File: config.mk
export PLATFORM = sky130hd
export DESIGN_NAME = pi1q_arb_flat
export DESIGN_NICKNAME = d
export VERILOG_FILES = /design/src/rtl/pi1q_arb_if.sv /design/src/rtl/pi1q_arb.sv /design/src/flat_wrapper.sv
export SDC_FILE = /design/constraint.sdc
export NUM_CORES = 1
export LEC_CHECK = 0
export ABC_CLOCK_PERIOD_IN_PS = 2550
export BUFFER_PORTS_ARGS = -buffer_cell sky130_fd_sc_hd__buf_2
export CORE_UTILIZATION = 50
export DETAILED_ROUTE_END_ITERATION = 12
export PLACE_DENSITY = 0.73
export SLEW_MARGIN = 20
export SYNTH_ARGS = -nofsm -noshare
export SYNTH_HDL_FRONTEND = slang
export SYNTH_SLANG_ARGS = --single-unit
File: constraint.sdc
create_clock -name clk_i -period 2.55 [get_ports clk_i]
set_clock_uncertainty 0.15 [all_clocks]
set_input_delay 0.3825 -clock clk_i [delete_from_list [all_inputs] [get_ports clk_i]]
set_output_delay 0.3825 -clock clk_i [all_outputs]
set_load 0.1 [all_outputs]
File: src/rtl/pi1q_arb_if.sv
// ---------------------------------------------------------------------------
// pi1q_arb_if -- bus bundle for the pi1q_arb arbiter.
//
// Carries every master-side and slave-side bus signal of pi1q_arb as flat
// vectors. Master i occupies slice i of each *_flat vector.
//
// Modports:
//   slave  : the arbiter's view. It is the slave of the master group, so it
//            takes master requests in, drives master ready/read data out,
//            drives the downstream slave command and takes slave data/ready.
//   master : the environment's view (the masters plus the downstream slave
//            device). Every direction is the mirror of the slave modport.
//
// Signals:
//   m_op_i_flat    2*MASTERCOUNT          per-master op (00 NOOP,01 WR,10 RD,11 RW)
//   m_addr_i_flat  ADDRBITSZ*MASTERCOUNT  per-master word address
//   m_data_i_flat  ARCHBITSZ*MASTERCOUNT  per-master write data
//   m_sel_i_flat   SELBITSZ*MASTERCOUNT   per-master byte select
//   m_data_o_flat  ARCHBITSZ*MASTERCOUNT  per-master registered read data
//   m_rdy_o_flat   MASTERCOUNT            per-master ready
//   s_op_o         2                      slave op (NOOP when queue empty)
//   s_addr_o / s_data_o / s_sel_o         command queue head fields
//   s_data_i       ARCHBITSZ              slave read data
//   s_rdy_i        1                      slave ready
// ---------------------------------------------------------------------------
interface pi1q_arb_if #(
    parameter int MASTERCOUNT = 2,
    parameter int ARCHBITSZ   = 16
);
    localparam int SELBITSZ  = ARCHBITSZ / 8;
    localparam int ADDRBITSZ = ARCHBITSZ - $clog2(SELBITSZ);

    logic [2*MASTERCOUNT-1:0]         m_op_i_flat;
    logic [ADDRBITSZ*MASTERCOUNT-1:0] m_addr_i_flat;
    logic [ARCHBITSZ*MASTERCOUNT-1:0] m_data_i_flat;
    logic [SELBITSZ*MASTERCOUNT-1:0]  m_sel_i_flat;
    logic [ARCHBITSZ*MASTERCOUNT-1:0] m_data_o_flat;
    logic [MASTERCOUNT-1:0]           m_rdy_o_flat;

    logic [1:0]                       s_op_o;
    logic [ADDRBITSZ-1:0]             s_addr_o;
    logic [ARCHBITSZ-1:0]             s_data_o;
    logic [SELBITSZ-1:0]              s_sel_o;
    logic [ARCHBITSZ-1:0]             s_data_i;
    logic                             s_rdy_i;

    modport slave (
        input  m_op_i_flat, m_addr_i_flat, m_data_i_flat, m_sel_i_flat,
        output m_data_o_flat, m_rdy_o_flat,
        output s_op_o, s_addr_o, s_data_o, s_sel_o,
        input  s_data_i, s_rdy_i
    );

    modport master (
        output m_op_i_flat, m_addr_i_flat, m_data_i_flat, m_sel_i_flat,
        input  m_data_o_flat, m_rdy_o_flat,
        input  s_op_o, s_addr_o, s_data_o, s_sel_o,
        output s_data_i, s_rdy_i
    );
endinterface

File: src/rtl/pi1q_arb.sv
// ---------------------------------------------------------------------------
// pi1q_arb -- multi-master arbiter with a DEPTH-entry command queue in front
// of a single slave. Writes are posted; a read blocks only the master that
// issued it until its data has been captured into that master's m_data_o.
//
// Ports:
//   clk_i  : clock, all state updates on the rising edge
//   rst_i  : synchronous active-high reset
//   bus    : pi1q_arb_if.slave, all master-side and slave-side bus signals
//
// Build option:
//   PI1Q_ARB_FIXEDPRIO_EN  defined   -> lowest-index requesting master wins
//                          undefined -> round-robin starting at rr_q
// ---------------------------------------------------------------------------
module pi1q_arb #(
    parameter int MASTERCOUNT = 2,
    parameter int ARCHBITSZ   = 16,
    parameter int DEPTH       = 4
) (
    input  logic      clk_i,
    input  logic      rst_i,
    pi1q_arb_if.slave bus
);
    localparam int SELBITSZ  = ARCHBITSZ / 8;
    localparam int ADDRBITSZ = ARCHBITSZ - $clog2(SELBITSZ);
    localparam int PTRW      = $clog2(DEPTH);
    localparam int CNTW      = PTRW + 1;
    localparam int MIDW      = (MASTERCOUNT > 1) ? $clog2(MASTERCOUNT) : 1;

    localparam logic [1:0] OP_NOOP = 2'b00;

    // Unpacked per-master views of the flat input vectors
    logic [1:0]           m_op   [MASTERCOUNT];
    logic [ADDRBITSZ-1:0] m_addr [MASTERCOUNT];
    logic [ARCHBITSZ-1:0] m_data [MASTERCOUNT];
    logic [SELBITSZ-1:0]  m_sel  [MASTERCOUNT];
    logic [MASTERCOUNT-1:0] m_req;
    logic [MASTERCOUNT-1:0] m_rdy;

    // Command queue storage
    logic [1:0]           fifo_op_q   [DEPTH];
    logic [ADDRBITSZ-1:0] fifo_addr_q [DEPTH];
    logic [ARCHBITSZ-1:0] fifo_data_q [DEPTH];
    logic [SELBITSZ-1:0]  fifo_sel_q  [DEPTH];
    logic [MIDW-1:0]      fifo_mid_q  [DEPTH];

    logic [PTRW-1:0]        wr_ptr_q, wr_ptr_d;
    logic [PTRW-1:0]        rd_ptr_q, rd_ptr_d;
    logic [CNTW-1:0]        count_q, count_d;
    logic [MASTERCOUNT-1:0] pending_q, pending_d;
    logic                   lastrd_q, lastrd_d;
    logic [MIDW-1:0]        lastmid_q, lastmid_d;
    logic [ARCHBITSZ-1:0]   m_data_q [MASTERCOUNT];

    logic [MIDW-1:0] grant;
    logic            grant_vld;
    logic            full;
    logic            push;
    logic            pop;

    assign full = (count_q == CNTW'(DEPTH));

    generate
        for (genvar gi = 0; gi < MASTERCOUNT; gi++) begin : g_master
            assign m_op[gi]   = bus.m_op_i_flat[2*gi +: 2];
            assign m_addr[gi] = bus.m_addr_i_flat[ADDRBITSZ*gi +: ADDRBITSZ];
            assign m_data[gi] = bus.m_data_i_flat[ARCHBITSZ*gi +: ARCHBITSZ];
            assign m_sel[gi]  = bus.m_sel_i_flat[SELBITSZ*gi +: SELBITSZ];

            // A master with an outstanding read is not allowed to request
            assign m_req[gi] = (m_op[gi] != OP_NOOP) && !pending_q[gi];

            // Idle masters see ready so they can collect returned read data
            assign m_rdy[gi] = !rst_i && !pending_q[gi] &&
                               (((grant == MIDW'(gi)) && !full) || (m_op[gi] == OP_NOOP));

            assign bus.m_rdy_o_flat[gi]                        = m_rdy[gi];
            assign bus.m_data_o_flat[ARCHBITSZ*gi +: ARCHBITSZ] = m_data_q[gi];
        end
    endgenerate

`ifdef PI1Q_ARB_FIXEDPRIO_EN
    // Descending scan so the lowest-index requester is the last to win
    always_comb begin
        grant     = '0;
        grant_vld = 1'b0;
        for (int k = MASTERCOUNT - 1; k >= 0; k--) begin
            if (m_req[MIDW'(k)]) begin
                grant     = MIDW'(k);
                grant_vld = 1'b1;
            end
        end
    end
`else
    logic [MIDW-1:0] rr_q, rr_d;

    // Scan starting at rr_q, wrapping at MASTERCOUNT; first requester wins
    always_comb begin
        int idx;
        idx       = 0;
        grant     = '0;
        grant_vld = 1'b0;
        for (int k = 0; k < MASTERCOUNT; k++) begin
            idx = int'(rr_q) + k;
            if (idx >= MASTERCOUNT) begin
                idx = idx - MASTERCOUNT;
            end
            if (!grant_vld && m_req[MIDW'(idx)]) begin
                grant     = MIDW'(idx);
                grant_vld = 1'b1;
            end
        end
    end

    always_comb begin
        rr_d = rr_q;
        if (push) begin
            if (grant == MIDW'(MASTERCOUNT - 1)) begin
                rr_d = '0;
            end else begin
                rr_d = grant + 1'b1;
            end
        end
    end

    always_ff @(posedge clk_i) begin
        if (rst_i) begin
            rr_q <= '0;
        end else begin
            rr_q <= rr_d;
        end
    end
`endif

    // Equivalent to m_rdy[grant] with a non-NOOP granted op. A full queue
    // blocks the push even if the head pops on the same edge.
    assign push = grant_vld && !full && !rst_i;
    assign pop  = bus.s_rdy_i && (count_q != '0);

    always_comb begin
        wr_ptr_d  = wr_ptr_q;
        rd_ptr_d  = rd_ptr_q;
        count_d   = count_q;
        pending_d = pending_q;
        lastrd_d  = lastrd_q;
        lastmid_d = lastmid_q;

        if (push) begin
            wr_ptr_d = wr_ptr_q + 1'b1;
        end
        if (pop) begin
            rd_ptr_d = rd_ptr_q + 1'b1;
        end

        case ({push, pop})
            2'b10:   count_d = count_q + 1'b1;
            2'b01:   count_d = count_q - 1'b1;
            default: count_d = count_q;
        endcase

        // The read popped on the previous s_rdy_i edge returns its data on
        // the next s_rdy_i edge; a stalled slave freezes this pipeline stage.
        if (bus.s_rdy_i) begin
            if (lastrd_q) begin
                pending_d[lastmid_q] = 1'b0;
            end
            lastrd_d  = pop && fifo_op_q[rd_ptr_q][1];
            lastmid_d = fifo_mid_q[rd_ptr_q];
        end

        // A pending master cannot be granted, so this never collides with
        // the clear above for the same master.
        if (push && m_op[grant][1]) begin
            pending_d[grant] = 1'b1;
        end
    end

    always_ff @(posedge clk_i) begin
        if (rst_i) begin
            wr_ptr_q  <= '0;
            rd_ptr_q  <= '0;
            count_q   <= '0;
            pending_q <= '0;
            lastrd_q  <= 1'b0;
            lastmid_q <= '0;
            for (int i = 0; i < MASTERCOUNT; i++) begin
                m_data_q[i] <= '0;
            end
        end else begin
            wr_ptr_q  <= wr_ptr_d;
            rd_ptr_q  <= rd_ptr_d;
            count_q   <= count_d;
            pending_q <= pending_d;
            lastrd_q  <= lastrd_d;
            lastmid_q <= lastmid_d;
            if (bus.s_rdy_i && lastrd_q) begin
                m_data_q[lastmid_q] <= bus.s_data_i;
            end
        end
    end

    // Queue storage has no reset; count_q alone decides validity
    always_ff @(posedge clk_i) begin
        if (push) begin
            fifo_op_q[wr_ptr_q]   <= m_op[grant];
            fifo_addr_q[wr_ptr_q] <= m_addr[grant];
            fifo_data_q[wr_ptr_q] <= m_data[grant];
            fifo_sel_q[wr_ptr_q]  <= m_sel[grant];
            fifo_mid_q[wr_ptr_q]  <= grant;
        end
    end

    assign bus.s_op_o   = (count_q == '0) ? OP_NOOP : fifo_op_q[rd_ptr_q];
    assign bus.s_addr_o = fifo_addr_q[rd_ptr_q];
    assign bus.s_data_o = fifo_data_q[rd_ptr_q];
    assign bus.s_sel_o  = fifo_sel_q[rd_ptr_q];

endmodule
File: src/flat_wrapper.sv
// flat-port wrapper written by rule: the top's interface ports become plain ports
module pi1q_arb_flat 
#(
    parameter int MASTERCOUNT = 2,
    parameter int ARCHBITSZ   = 16,
    parameter int DEPTH       = 4
)
  (clk_i, rst_i, bus_m_op_i_flat, bus_m_addr_i_flat, bus_m_data_i_flat, bus_m_sel_i_flat, bus_m_data_o_flat, bus_m_rdy_o_flat, bus_s_op_o, bus_s_addr_o, bus_s_data_o, bus_s_sel_o, bus_s_data_i, bus_s_rdy_i);
  pi1q_arb_if #(.MASTERCOUNT(MASTERCOUNT), .ARCHBITSZ(ARCHBITSZ)) bus_i ();
  input  logic clk_i;
  input  logic rst_i;
  input wire logic [$bits(bus_i.m_op_i_flat)-1:0] bus_m_op_i_flat;
  input wire logic [$bits(bus_i.m_addr_i_flat)-1:0] bus_m_addr_i_flat;
  input wire logic [$bits(bus_i.m_data_i_flat)-1:0] bus_m_data_i_flat;
  input wire logic [$bits(bus_i.m_sel_i_flat)-1:0] bus_m_sel_i_flat;
  output wire logic [$bits(bus_i.m_data_o_flat)-1:0] bus_m_data_o_flat;
  output wire logic [$bits(bus_i.m_rdy_o_flat)-1:0] bus_m_rdy_o_flat;
  output wire logic [$bits(bus_i.s_op_o)-1:0] bus_s_op_o;
  output wire logic [$bits(bus_i.s_addr_o)-1:0] bus_s_addr_o;
  output wire logic [$bits(bus_i.s_data_o)-1:0] bus_s_data_o;
  output wire logic [$bits(bus_i.s_sel_o)-1:0] bus_s_sel_o;
  input wire logic [$bits(bus_i.s_data_i)-1:0] bus_s_data_i;
  input wire logic [$bits(bus_i.s_rdy_i)-1:0] bus_s_rdy_i;
  assign bus_i.m_op_i_flat = bus_m_op_i_flat;
  assign bus_i.m_addr_i_flat = bus_m_addr_i_flat;
  assign bus_i.m_data_i_flat = bus_m_data_i_flat;
  assign bus_i.m_sel_i_flat = bus_m_sel_i_flat;
  assign bus_m_data_o_flat = bus_i.m_data_o_flat;
  assign bus_m_rdy_o_flat = bus_i.m_rdy_o_flat;
  assign bus_s_op_o = bus_i.s_op_o;
  assign bus_s_addr_o = bus_i.s_addr_o;
  assign bus_s_data_o = bus_i.s_data_o;
  assign bus_s_sel_o = bus_i.s_sel_o;
  assign bus_i.s_data_i = bus_s_data_i;
  assign bus_i.s_rdy_i = bus_s_rdy_i;
  pi1q_arb #(.MASTERCOUNT(MASTERCOUNT), .ARCHBITSZ(ARCHBITSZ), .DEPTH(DEPTH)) u_core (.clk_i(clk_i), .rst_i(rst_i), .bus(bus_i));
endmodule
# Yosys cells after proc, flatten, opt, wreduce, memory -nomap -nowiden
# Memory sizes are Yosys's and may differ from the RTL's. A register that Yosys moved wholly into a read port is not among the register bits.
# Cells that the tools add are included.
# Widths: inputs -> output; s select.
[classes]
magnitude_cmp = 9
bitwise_logic = 5
n_reduce_logical = 30
muxes = 50
n_eq_ne = 3
n_addsub = 8
[op_table]
columns = ["cell", "n"]
rows = [
  ["$mux 16", 4],
  ["$mux 15", 3],
  ["$mux 2", 18],
  ["$mux 1", 22],
  ["$logic_and 1x1->1", 16],
  ["$reduce_or 16->1", 1],
  ["$lt 1x3->1 const B", 2],
  ["$pmux 3 s2", 1],
  ["$logic_not 1->1", 5],
  ["$add 2x1->2 const B", 2],
  ["$ge 2x2->1 const B", 2],
  ["$logic_not 2->1", 2],
  ["$lt 1x2->1 const B", 2],
  ["$reduce_bool 2->1", 2],
  ["$add 3x1->3 const B", 1],
  ["$eq 3x3->1 const B", 1],
  ["$logic_not 3->1", 1],
  ["$reduce_bool 3->1", 1],
  ["$sub 3x1->3 const B", 1],
  ["$add 1x1->2 const B", 1],
  ["$and 2x2->2", 1],
  ["$demux 1 s1", 2],
  ["$eq 2x1->1 const B", 1],
  ["$eq 2x2->1 const B", 1],
  ["9 further kinds", 12],
]
[word_totals]
out_inout_bits = 69
in_bits = 89
memories = 6
register_bits = 11
ramBits = 176
elab_cells = 117
[mem_list]
columns = ["name", "depth", "width", "read_ports", "rd_clocked_by_memory_dff", "write_ports", "line", "source"]
rows = [
  ["u_core.fifo_data_q", 4, 16, 1, 1, 1, "pi1q_arb.sv:43", "logic [ARCHBITSZ-1:0] fifo_data_q [DEPTH];"],
  ["u_core.fifo_addr_q", 4, 15, 1, 1, 1, "pi1q_arb.sv:42", "logic [ADDRBITSZ-1:0] fifo_addr_q [DEPTH];"],
  ["u_core.m_data_q", 2, 16, 2, 0, 2, "pi1q_arb.sv:53", "logic [ARCHBITSZ-1:0] m_data_q [MASTERCOUNT];"],
  ["u_core.fifo_op_q", 4, 2, 1, 1, 1, "pi1q_arb.sv:41", "logic [1:0] fifo_op_q [DEPTH];"],
  ["u_core.fifo_sel_q", 4, 2, 1, 1, 1, "pi1q_arb.sv:44", "logic [SELBITSZ-1:0] fifo_sel_q [DEPTH];"],
  ["u_core.fifo_mid_q", 4, 1, 1, 1, 1, "pi1q_arb.sv:45", "logic [MIDW-1:0] fifo_mid_q [DEPTH];"],
]

# Longest topological paths before layout
[logic_depth]
depth_word = 15
mapped_depth = 10
ltp_nobuf = 9

# Worst setup path before layout
# Ideal clock, no wire load.
[synth_path]
path_type = "register to output"
start = "register u_core.pending_q[0]"
end = "output bus_m_rdy_o_flat[1]"
path_buffers = 0
slack_ns = -0.950
path_stages_with_launch = 4
arrival_time_ns = 2.967
path_cell_list = "dfxtp_1 > nand2b_4 > o32ai_1 > nor3b_1"
[synth_via]
elab_chain_len = 11
[synth_rtl]
columns = ["item", "line", "source"]
rows = [
  ["start: declaration", "pi1q_arb.sv:50", "logic [MASTERCOUNT-1:0] pending_q, pending_d;"],
  ["start signal: assignment", "pi1q_arb.sv:193", "pending_q <= pending_d;"],
  ["$logic_not 1->1 *", "pi1q_arb.sv:71", "assign m_req[gi] = (m_op[gi] != OP_NOOP) && !pending_q[gi];"],
  ["$logic_and 1x1->1 *", "pi1q_arb.sv:71", ""],
  ["$mux 1 (implied by the code) (2 in series)", "pi1q_arb.sv:108", "if (!grant_vld && m_req[MIDW'(idx)]) begin"],
  ["$mux 1", "pi1q_arb.sv:108", ""],
  ["$logic_not 1->1", "pi1q_arb.sv:108", ""],
  ["$logic_and 1x1->1", "pi1q_arb.sv:108", ""],
  ["$mux 1 *", "pi1q_arb.sv:108", ""],
  ["$logic_and 1x1->1 *", "pi1q_arb.sv:75", "(((grant == MIDW'(gi)) && !full) || (m_op[gi] == OP_NOOP));"],
  ["$logic_or 1x1->1 *", "pi1q_arb.sv:75", ""],
  ["$logic_and 1x1->1 *", "pi1q_arb.sv:74", "assign m_rdy[gi] = !rst_i && !pending_q[gi] &&"],
  ["end: declaration", "flat_wrapper.sv:17", "output wire logic [$bits(bus_i.m_rdy_o_flat)-1:0] bus_m_rdy_o_flat;"],
]
# Mark *: on every way between the ends. The rest lies on a longest branch, timed or not. The select of a mux whose other input is x is not followed.

==> reports/results.txt <==
maximum fanout along the worst path = 7
area leader, netlist = edfxtp_1
P_leak = 3.465 nW
sequential-to-total area share from yosys stat = 72.81%
area delta synth->final = 22.88%
final setup fails = 0
ant diodes = 0
Starting Density = 52.00%
VDD IR max = 661.7 uV
largest net degree at the start of global routing = 23
clock slew seen by the registers of the worst setup and hold paths = 0.07 ns
unrepaired setup endpoints after global routing = no
status = complete, but fails checks
WP data required = 2.02 ns
Async SR Flop Fraction = 0%
crit path capture = bus_s_op_o[1]
pre-CTS setup slack = 0.2511 ns
worst-case clock buffer depth = 2
routability cong. = 0.7369
final-layout fill cell count = 1009
Mapped Avg Cell Area = 20.17 um^2
clock latency on the worst-skew pair = 0.43 ns
first-pass GRT wire length = 22310 um
gr ovfl total = 0
chip height = 125.6 um
nets = 652
I/O pin count = 158
reg2reg path depth = 9
fin. max-slew vios = 0
# DRC = 10
CP Launch Type = register
overall power = 10.61 mW
Avg WL per Cell = 18.47 um
first-pass detailed-route iteration total = 9
top cells by area, synth = edfxtp_1 (69%), mux4_2 (11%), dfxtp_1 (3.7%)
post-synth top area share = 69.14%
H-tree levels = 4
critical path class = reg -> out
Clock Sinks = 190
R2R setup slack = 0.17 ns
post-synth cell types = 45
CTS buffer count = 17
worst reg2reg path startpoint = u_core.count_q[2]$_SDFFE_PP0P_
initial antenna violation count = 0
top cells by count, synth = edfxtp_1 (176), and2_1 (36), mux4_2 (36)
CTS tree = yes
RR Endpoint = u_core.count_q[2]$_SDFFE_PP0P_
Detail Placement HPWL = 9237 um
core area = 0.01470 mm^2
Routed WL = 13930 um
Hold Violations, Final = 0
layout cell share with drive strength beyond 1 = 51.58%
post-layout min period = 2.423 ns
Cells after Synth = 379
worst-margin pin slew = 0.8201 ns
Post-synth EDFFs = 176
Setup Total Neg Slack = 0 ns
violated checks = design-rule violations
CP endpoint kind = output port
min-delay src = bus_m_op_i_flat[3]
vias in the first global route = 4260
Min-Delay Path Class = in -> reg
vias = 3994
die footprint = 0.01579 mm^2
final setup margin = 0.1273 ns
post-detailed-route count of antenna-violating nets = 0
Worst Path Arrival = 1.89 ns
Syn Std Cell Area = 0.007644 mm^2
number of synthesis warnings = 0
synthesized net count = 474
via/cell ratio = 5.297
Fin Hold WS = 0.08718 ns
flops & latches, synth = 190
post-CTS setup buffer count = 0
1st-iter DRT viols = 278
worst relative slew slack = 45.03%
most frequent cell after synthesis = edfxtp_1
die width = 125.6 um
CTS Root Buffer Type = clkbuf_16
PD cells = 1130 mW/mm^2
Final period util = 95.01%
Synth Flop Type = edfxtp_1
Core Rows = 44
maxcap violations = 0
Port Buffer Count = 157
Tot GR Track Use = 19.23%
Max Freq = 412.8 MHz
[kinds of logic after synthesis]
kind of cell,share of synthesized area [%]
DFF,72.81
muxes,16.60
and+or+nand+nor,5.860
buffers and inverters,1.866
AOI/OAI and AO/OA,1.211
adders and majority gates,1.080
xor gates and xnor gates,0.5730
[where the power goes]
part           internal, mW  total (mW)  switching (mW)  leakage [nW]
logic                  1.02        4.07            3.05          1.42
clock network          1.54        2.64            1.10         0.286
registers              3.75        3.89           0.141          1.76
[registers in the layout, indices dropped and copies added (netlist names), named ones only]
| register | count |
|---|---|
| u_core.fifo_data_q | 64 |
| u_core.fifo_addr_q | 60 |
| u_core.m_data_q | 32 |
| u_core.fifo_op_q | 8 |
| u_core.fifo_sel_q | 8 |
| u_core.fifo_mid_q | 4 |
| u_core.count_q | 3 |
| u_core.pending_q | 2 |
| u_core.rd_ptr_q | 2 |
| u_core.wr_ptr_q | 2 |
| u_core.lastmid_q | 1 |
| u_core.lastrd_q | 1 |
| u_core.rr_q | 1 |
[per-layer routing]
metal	GRT usage (%)	wire length, um	up-vias
met5	0	0	-
met2	31.76	7023	116
met4	7.532	226	0
li1	-	-	1853
met3	5.140	673	20
met1	24.42	6003	2005
[cell type report]
cell class	instances	area [um^2]	share of cell area, %
Multi-Input combinational cell	166	1958	20.85
Tap cell	184	230.2	2.451
Clock buffer	18	429.2	4.569
Inverter	6	22.52	0.2398
Timing Repair Buffer	176	1012	10.78
Clock inverter	14	167.7	1.785
Sequential cell	190	5573	59.33
[worst max-delay path: stages (launching register included)]
cell and delay (ns):
dfxtp_4 0.39, buf_6 0.16, mux4_2 0.51, nor2b_4 0.15, buf_4 0.25
[repair_timing]
| action | 4_1_cts | 5_1_grt |
|---|---|---|
| setup endpoints to repair | 1 | 4 |
| gates resized for setup | 1 | 5 |
| hold buffers | 0 | 0 |
[worst min-delay path by stage]
stage,to,cells after the start,slack [ns]
2_1_floorplan,u_core.pending_q[1]$_SDFF_PP0_,2,0.33
3_3_place_gp,u_core.count_q[2]$_SDFFE_PP0P_,2,0.34
3_5_place_dp,u_core.pending_q[1]$_SDFF_PP0_,2,0.35
4_1_cts,u_core.pending_q[0]$_SDFF_PP0_,2,0.07
5_1_grt,u_core.pending_q[0]$_SDFF_PP0_,2,0.07
6_report,u_core.pending_q[0]$_SDFF_PP0_,2,0.09
[stage by stage]
step	cell area (um^2)	utilization, %	cells
floorplan	7656	-	379
global placement	8782	59.75	722
detailed placement	8782	59.75	722
CTS	9382	63.82	754
global route	9393	63.90	754
finish	9393	63.90	754
[cell usage in the layout, fill, tap and decap left out, drive strengths merged, types with 3 or more instances in the layout]
cell type,instances
mux2i,3
nor3,3
nor2,16
buf,176
a21oi,3
inv,7
nor3b,3
clkinvlp,3
clkinv,7
xor2,3
bufinv,3
clkbuf,18
ha,5
edfxtp,176
and2,36
mux4,36
nand2,5
mux2,33
dfxtp,14
(Power assumes the default switching activity.)
